### config.mk
export PLATFORM = sky130hd
export DESIGN_NAME = hilo_ctrl_flat
export DESIGN_NICKNAME = d
export VERILOG_FILES = /design/src/rtl/hilo_ctrl_if.sv /design/src/rtl/hilo_ctrl.sv /design/src/flat_wrapper.sv
export SDC_FILE = /design/constraint.sdc
export NUM_CORES = 1
export LEC_CHECK = 0
export ABC_CLOCK_PERIOD_IN_PS = 2200
export BUFFER_PORTS_ARGS = -buffer_cell sky130_fd_sc_hd__buf_2
export CAP_MARGIN = 20
export CORE_MARGIN = 1
export CORE_UTILIZATION = 45
export CTS_CLUSTER_DIAMETER = 100
export DETAILED_ROUTE_END_ITERATION = 8
export GPL_TIMING_DRIVEN = 0
export PLACE_DENSITY_LB_ADDON = 0.25
export SLEW_MARGIN = 15
export SYNTH_ARGS = -nofsm -noshare
export SYNTH_HDL_FRONTEND = slang
export SYNTH_SLANG_ARGS = --single-unit
export TNS_END_PERCENT = 1
### constraint.sdc
create_clock -name clock -period 2.2 [get_ports clock]
set_input_delay 0.44 -clock clock [delete_from_list [all_inputs] [get_ports clock]]
set_output_delay 0.44 -clock clock [all_outputs]
set_load 0.02 [all_outputs]
### src/rtl/hilo_ctrl_if.sv
// Bundle of the control-unit, multiplier and divider signals seen by hilo_ctrl.
// The slave modport is the hilo_ctrl view; master is the environment's view.
interface hilo_ctrl_if #(
    parameter int WIDTH = 32
);
    // Control unit side
    logic             Start;
    logic             OpDiv;
    logic             HIWrite;
    logic             LOWrite;
    logic [WIDTH-1:0] WriteData;
    logic             Busy;
    logic             Done;
    logic             DivZeroExc;
    logic [WIDTH-1:0] HIOut;
    logic [WIDTH-1:0] LOOut;

    // Multiplier side
    logic             MultCtrl;
    logic             MultDone;
    logic [WIDTH-1:0] MultHIOut;
    logic [WIDTH-1:0] MultLOOut;

    // Divider side
    logic             DivCtrl;
    logic             DivDone;
    logic             Div0;
    logic [WIDTH-1:0] DivHIOut;
    logic [WIDTH-1:0] DivLOOut;

    modport slave (
        input  Start, OpDiv, HIWrite, LOWrite, WriteData,
        input  MultDone, MultHIOut, MultLOOut,
        input  DivDone, Div0, DivHIOut, DivLOOut,
        output MultCtrl, DivCtrl, HIOut, LOOut, Busy, Done, DivZeroExc
    );

    modport master (
        output Start, OpDiv, HIWrite, LOWrite, WriteData,
        output MultDone, MultHIOut, MultLOOut,
        output DivDone, Div0, DivHIOut, DivLOOut,
        input  MultCtrl, DivCtrl, HIOut, LOOut, Busy, Done, DivZeroExc
    );
endinterface

### src/rtl/hilo_ctrl.sv
// Launches an iterative multiply/divide, holds the unit enable for the whole
// operation and captures the unit's result into the architectural HI/LO.
module hilo_ctrl #(
    parameter int WIDTH = 32
) (
    input  logic       clock,
    input  logic       reset,
    hilo_ctrl_if.slave bus
);

    typedef enum logic [1:0] {
        ST_IDLE   = 2'd0,
        ST_LAUNCH = 2'd1,
        ST_WAIT   = 2'd2
    } state_t;

    state_t           r_state;
    state_t           w_next_state;

    logic             r_op_div;
    logic             r_mult_ctrl;
    logic             r_div_ctrl;
    logic             r_busy;
    logic             r_done;
    logic             r_div_zero_exc;
    logic [WIDTH-1:0] r_hi;
    logic [WIDTH-1:0] r_lo;

    logic             w_op_div;
    logic             w_mult_ctrl;
    logic             w_div_ctrl;
    logic             w_done;
    logic             w_div_zero_exc;
    logic [WIDTH-1:0] w_hi;
    logic [WIDTH-1:0] w_lo;

    logic             w_unit_done;
    logic [WIDTH-1:0] w_unit_hi;
    logic [WIDTH-1:0] w_unit_lo;

    // Only the unit chosen at launch is ever looked at; the other is don't-care.
    assign w_unit_done = r_op_div ? bus.DivDone  : bus.MultDone;
    assign w_unit_hi   = r_op_div ? bus.DivHIOut : bus.MultHIOut;
    assign w_unit_lo   = r_op_div ? bus.DivLOOut : bus.MultLOOut;

    // NOTE: async active-low reset; every register has a defined reset value so
    // an enable drops the moment reset is asserted, without waiting for a clock.
    always_ff @(posedge clock or negedge reset) begin
        if (!reset) begin
            r_state <= ST_IDLE;
        end else begin
            // NOTE: non-blocking assignments for all state so every flop samples
            // the pre-edge values regardless of process ordering.
            r_state <= w_next_state;
        end
    end

    always_comb begin
        // NOTE: every variable gets a default first so no path infers a latch.
        w_next_state   = r_state;
        w_op_div       = r_op_div;
        w_mult_ctrl    = r_mult_ctrl;
        w_div_ctrl     = r_div_ctrl;
        w_done         = 1'b0;
        w_div_zero_exc = 1'b0;
        w_hi           = r_hi;
        w_lo           = r_lo;

        unique case (r_state)
            ST_IDLE: begin
                if (bus.HIWrite) begin
                    w_hi = bus.WriteData;
                end
                if (bus.LOWrite) begin
                    w_lo = bus.WriteData;
                end
                if (bus.Start) begin
                    w_op_div     = bus.OpDiv;
                    w_mult_ctrl  = ~bus.OpDiv;
                    w_div_ctrl   = bus.OpDiv;
                    w_next_state = ST_LAUNCH;
                end
            end

            // The unit's done level is stale until it sees its enable on this edge.
            ST_LAUNCH: begin
                w_next_state = ST_WAIT;
            end

            ST_WAIT: begin
                if (w_unit_done) begin
                    w_mult_ctrl  = 1'b0;
                    w_div_ctrl   = 1'b0;
                    w_done       = 1'b1;
                    w_next_state = ST_IDLE;
                    if (r_op_div && bus.Div0) begin
                        w_div_zero_exc = 1'b1;
                    end else begin
                        w_hi = w_unit_hi;
                        w_lo = w_unit_lo;
                    end
                end
            end

            default: begin
                w_mult_ctrl  = 1'b0;
                w_div_ctrl   = 1'b0;
                w_next_state = ST_IDLE;
            end
        endcase
    end

    always_ff @(posedge clock or negedge reset) begin
        if (!reset) begin
            r_op_div       <= 1'b0;
            r_mult_ctrl    <= 1'b0;
            r_div_ctrl     <= 1'b0;
            r_busy         <= 1'b0;
            r_done         <= 1'b0;
            r_div_zero_exc <= 1'b0;
            r_hi           <= '0;
            r_lo           <= '0;
        end else begin
            r_op_div       <= w_op_div;
            r_mult_ctrl    <= w_mult_ctrl;
            r_div_ctrl     <= w_div_ctrl;
            r_busy         <= (w_next_state != ST_IDLE);
            r_done         <= w_done;
            r_div_zero_exc <= w_div_zero_exc;
            r_hi           <= w_hi;
            r_lo           <= w_lo;
        end
    end

    assign bus.MultCtrl   = r_mult_ctrl;
    assign bus.DivCtrl    = r_div_ctrl;
    assign bus.Busy       = r_busy;
    assign bus.Done       = r_done;
    assign bus.DivZeroExc = r_div_zero_exc;
    assign bus.HIOut      = r_hi;
    assign bus.LOOut      = r_lo;

endmodule

### src/flat_wrapper.sv
// flat-port wrapper written by rule: the top's interface ports become plain ports
module hilo_ctrl_flat 
#(
    parameter int WIDTH = 32
)
  (clock, reset, bus_Start, bus_OpDiv, bus_HIWrite, bus_LOWrite, bus_WriteData, bus_MultDone, bus_MultHIOut, bus_MultLOOut, bus_DivDone, bus_Div0, bus_DivHIOut, bus_DivLOOut, bus_MultCtrl, bus_DivCtrl, bus_HIOut, bus_LOOut, bus_Busy, bus_Done, bus_DivZeroExc);
  hilo_ctrl_if #(.WIDTH(WIDTH)) bus_i ();
  input  logic clock;
  input  logic reset;
  input wire logic [$bits(bus_i.Start)-1:0] bus_Start;
  input wire logic [$bits(bus_i.OpDiv)-1:0] bus_OpDiv;
  input wire logic [$bits(bus_i.HIWrite)-1:0] bus_HIWrite;
  input wire logic [$bits(bus_i.LOWrite)-1:0] bus_LOWrite;
  input wire logic [$bits(bus_i.WriteData)-1:0] bus_WriteData;
  input wire logic [$bits(bus_i.MultDone)-1:0] bus_MultDone;
  input wire logic [$bits(bus_i.MultHIOut)-1:0] bus_MultHIOut;
  input wire logic [$bits(bus_i.MultLOOut)-1:0] bus_MultLOOut;
  input wire logic [$bits(bus_i.DivDone)-1:0] bus_DivDone;
  input wire logic [$bits(bus_i.Div0)-1:0] bus_Div0;
  input wire logic [$bits(bus_i.DivHIOut)-1:0] bus_DivHIOut;
  input wire logic [$bits(bus_i.DivLOOut)-1:0] bus_DivLOOut;
  output wire logic [$bits(bus_i.MultCtrl)-1:0] bus_MultCtrl;
  output wire logic [$bits(bus_i.DivCtrl)-1:0] bus_DivCtrl;
  output wire logic [$bits(bus_i.HIOut)-1:0] bus_HIOut;
  output wire logic [$bits(bus_i.LOOut)-1:0] bus_LOOut;
  output wire logic [$bits(bus_i.Busy)-1:0] bus_Busy;
  output wire logic [$bits(bus_i.Done)-1:0] bus_Done;
  output wire logic [$bits(bus_i.DivZeroExc)-1:0] bus_DivZeroExc;
  assign bus_i.Start = bus_Start;
  assign bus_i.OpDiv = bus_OpDiv;
  assign bus_i.HIWrite = bus_HIWrite;
  assign bus_i.LOWrite = bus_LOWrite;
  assign bus_i.WriteData = bus_WriteData;
  assign bus_i.MultDone = bus_MultDone;
  assign bus_i.MultHIOut = bus_MultHIOut;
  assign bus_i.MultLOOut = bus_MultLOOut;
  assign bus_i.DivDone = bus_DivDone;
  assign bus_i.Div0 = bus_Div0;
  assign bus_i.DivHIOut = bus_DivHIOut;
  assign bus_i.DivLOOut = bus_DivLOOut;
  assign bus_MultCtrl = bus_i.MultCtrl;
  assign bus_DivCtrl = bus_i.DivCtrl;
  assign bus_HIOut = bus_i.HIOut;
  assign bus_LOOut = bus_i.LOOut;
  assign bus_Busy = bus_i.Busy;
  assign bus_Done = bus_i.Done;
  assign bus_DivZeroExc = bus_i.DivZeroExc;
  hilo_ctrl #(.WIDTH(WIDTH)) u_core (.clock(clock), .reset(reset), .bus(bus_i));
endmodule
==> key figures <==
Status
  • Status: complete, no violations

Floorplan
  • X dimension of the die: 99.5 um
  • Standard-cell row count: 35
  • Starting utilization of the core area: 46.3%
  • Chip height: 99.5 um
  • Total die area: 0.00991 sq mm
  • Number of top-level pins: 238
  • Placeable core region: 0.00924 sq mm

Clock tree
  • Maximum clock path buffer count: 2
  • Clk pin slew, worst setup/hold paths: 0.09 ns
  • Depth of the CTS H-tree: 3
  • Cts repair resizes: 0
  • Sink Count: 72
  • Clock tree from TritonCTS: done
  • Number of buffers created by CTS: 9
  • Root cell of the clock tree: sky130_fd_sc_hd__clkbuf_8
  • Post-CTS setup-driven buffer insertion count: 0
  • Total of hold buffers inserted after clock tree synthesis: 0
  • Clock latency at the later pin of the worst-skew pair: 0.34 ns

Cells and area
  • Synth-to-layout area growth: 37.4%
  • Ratio of cells with drive above 1 in the final layout: 52.6%
  • Net count of the finished layout: 806
  • Diode insertion count for antenna repair: 0

Routing
  • Pre-antenna DRT Iters: 4
  • Detail Route Antenna Nets: 0
  • Routed vias/inst: 5.09
  • DRT iter0 DRCs: 80
  • Wl on met1: 5.00 mm
  • Highest routed layer: met4
  • Met2 routed WL: 6.63 mm
  • Total wirelength of the detailed-routed design: 12.6 mm
  • Overall via count from detail_route: 3923
  • Number of remaining DRC errors: 0
  • WL per Instance: 16.4 um
  • Metal3 WL: 719 um

Power and ir drop
  • Sequential share of power: 27.5%
  • Net Switching: 3.58 mW
  • Proportion of power drawn by the clock network: 14.9%
  • Sw frac: 44.0%
  • Relative contribution of combinational cells to total power: 57.6%
  • Cell internal pwr: 4.55 mW
  • Static power due to leakage: 3.19 nW
  • IR drop worst, VDD: 651 uV
  • Power per cell area: 1380 mW/mm^2
  • Overall Power: 8.13 mW

Synth
  • Area share of xor/xnor cells in the synthesized design: 0%
  • Main combinational cell family by area after synthesis: compound AO/OA/AOI/OAI gates
  • Share of the yosys chip area belonging to registers: 42.1%
  • Syn Area/Cell: 11.0 sq um
  • Synth warn: 0
  • Synth area leader: sky130_fd_sc_hd__dfrtp_1
  • Post-synthesis adder-cell area fraction: 0%
  • Top cells by area in the synthesized netlist: sky130_fd_sc_hd__dfrtp_1 (42%), sky130_fd_sc_hd__a221oi_2 (21%), sky130_fd_sc_hd__mux2i_1 (15%)
  • Post-Syn Instances: 388
  • Post-Synthesis Net Count: 557
  • Leading cell type by number of instances after synthesis: sky130_fd_sc_hd__dfrtp_1
  • Share of the synthesized area in the top cell type: 42.1%
  • Fraction of synthesized area in multiplexers: 15.5%
  • Commonest register cell after synthesis: sky130_fd_sc_hd__dfrtp_1
  • Most frequent cells after synthesis: sky130_fd_sc_hd__dfrtp_1 (72), sky130_fd_sc_hd__nor2_1 (69), sky130_fd_sc_hd__inv_1 (65), sky130_fd_sc_hd__mux2i_1 (65), sky130_fd_sc_hd__a221oi_2 (60)
  • EDFF count, synth: 0
  • Netlist cell types: 27
  • Compound-cell area share of the yosys netlist: 24.3%
  • Post-synth ARST share: 100%
  • Simple-gate area share of the yosys netlist: 8.21%
  • Post-synthesis register bit count: 72
  • Post-Syn Area: 0.00428 sq mm

Worst setup path
  • Critical Setup Path Class: reg2reg
  • CP arrival: 1.95 ns
  • Critical path capture point type: register
  • Required time of the worst setup path: 2.39 ns
  • Startpoint types: register
  • Biggest fanout along the worst timing path: 10

GRT
  • Gr usage total: 26.1%
  • Gr ovfl total: 0
  • Maximum number of pins on one net before global-route repair: 44
  • Number of global-route vias before repair: 4060
  • Number of antenna violations at the first check in global routing: 0
  • Global-route wire length before repair: 19.8 mm

STA
  • Final Slew Violations: 0
  • Slew at the pin closest to its max-slew limit: 0.874 ns
  • Number of hold violations in the final report: 0
  • Highest Clock Rate: 0.567 GHz
  • Crit share post-route: 80.1%
  • Total Neg Setup Slack: 0 ns
  • Total setup violations reported at the end of the flow: 0
  • Setup repair after global routing missed its margin: false
  • Time the final worst path needs with I/O delays and setup: 1.76 ns
  • Final clock skew: 0.0116 ns
  • Tightest slew margin relative to the limit: 41.8%

Flow run
  • Maxcap violations: 0

Placement
  • Placed wire-length estimate: 9.86 mm
  • Gpl congestion: 0.811
  • IO Port Bufs: 237

Worst hold path
  • Kind of path behind the tightest hold check: in2async
-- state kept, by name, summed over array words and instances, names as in the netlist --
name                   count
u_core.bus.HIOut          32
u_core.bus.LOOut          32
u_core.r_state             2
u_core.bus.Busy            1
u_core.bus.DivCtrl         1
u_core.bus.DivZeroExc      1
u_core.bus.Done            1
u_core.bus.MultCtrl        1
u_core.r_op_div            1
-- layout make-up --
class / instances / area (sq um)
Clock inverter: 4 / 76.3
Fill cell: 799 / 3360
Sequential cell: 72 / 1800
Buffer: 30 / 179
Inverter: 66 / 248
Timing Repair Buffer: 238 / 1210
Clock buffer: 12 / 155
Multi-Input combinational cell: 220 / 2050
Tap cell: 129 / 161
-- logic make-up after synthesis --
| family | count (synthesis) |
|---|---|
| buf+inv | 96 |
| simple gates | 80 |
| compound gates | 74 |
| flops | 72 |
| mux | 66 |
-- power groups by stage --
stage	sequential [mW]	combinational, mW	clock [mW]
after detailed placement	2.26	4.74	0
after global routing	2.32	5.04	1.31
after floorplan	2.98	2.62	0
after global placement	2.23	4.65	0
final	2.24	4.68	1.21
after CTS	2.24	4.75	1.24
-- cell usage in the layout (no fill, tap or decap), drive strengths merged, types with 2 or more instances in the layout --
| cell | n |
|---|---|
| nor2 | 69 |
| a21oi | 2 |
| o2bb2ai | 2 |
| mux2i | 65 |
| buf | 257 |
| dfrtp | 72 |
| a311o | 2 |
| bufinv | 2 |
| clkbuf | 23 |
| a31oi | 2 |
| inv | 66 |
| or3b | 2 |
| nand2 | 2 |
| nand2b | 3 |
| a221oi | 64 |
-- final timing paths --
kind,from,endpoint,cells past startpoint,slack (ns)
worst max-delay path,u_core.r_state[0]$_DFF_PN0_,u_core.bus.HIOut[23]$_DFFE_PN0P_,5,0.44
max in group asynchronous,reset,u_core.bus.HIOut[29]$_DFFE_PN0P_,2,1.58
worst max register to register,u_core.r_state[0]$_DFF_PN0_,u_core.bus.HIOut[23]$_DFFE_PN0P_,5,0.44
worst min-delay path,reset,u_core.bus.LOOut[16]$_DFFE_PN0P_,1,0.02
min in group clock,bus_Div0,u_core.bus.DivZeroExc$_DFF_PN0_,3,0.38
worst min register to register,u_core.bus.LOOut[7]$_DFFE_PN0P_,u_core.bus.LOOut[7]$_DFFE_PN0P_,2,0.52
-- per-stage QoR --
| stage | cell area (sq um) | std cells | utilization [%] | worst slack (ns) | hold slack, ns |
|---|---|---|---|---|---|
| 2_1_floorplan | 4280 | 388 | - | 0.659 | 0.144 |
| 3_3_place_gp | 5630 | 754 | 60.9 | 0.221 | 0.510 |
| 3_5_place_dp | 5650 | 755 | 61.2 | 0.366 | 0.403 |
| 4_1_cts | 5880 | 771 | 63.7 | 0.394 | 0.0348 |
| 5_1_grt | 5880 | 771 | 63.7 | 0.264 | 0.0436 |
| 6_report | 5880 | 771 | 63.7 | 0.437 | 0.0185 |
-- critical path, cell delays in order (launching register included) --
cell and delay [ns]:
sky130_fd_sc_hd__dfrtp_1 0.39, sky130_fd_sc_hd__buf_2 0.18, sky130_fd_sc_hd__nand2b_1 0.22, sky130_fd_sc_hd__a21oi_4 0.32, sky130_fd_sc_hd__buf_2 0.39, sky130_fd_sc_hd__a221oi_1 0.12
-- routing by layer --
| metal | vias up | global-route usage, % |
|---|---|---|
| met4 | 0 | 9.50 |
| met2 | 158 | 48.1 |
| li1 | 1868 | - |
| met3 | 20 | 4.64 |
| met1 | 1877 | 30.0 |
| met5 | - | 0 |
(Power assumes the default switching activity.)
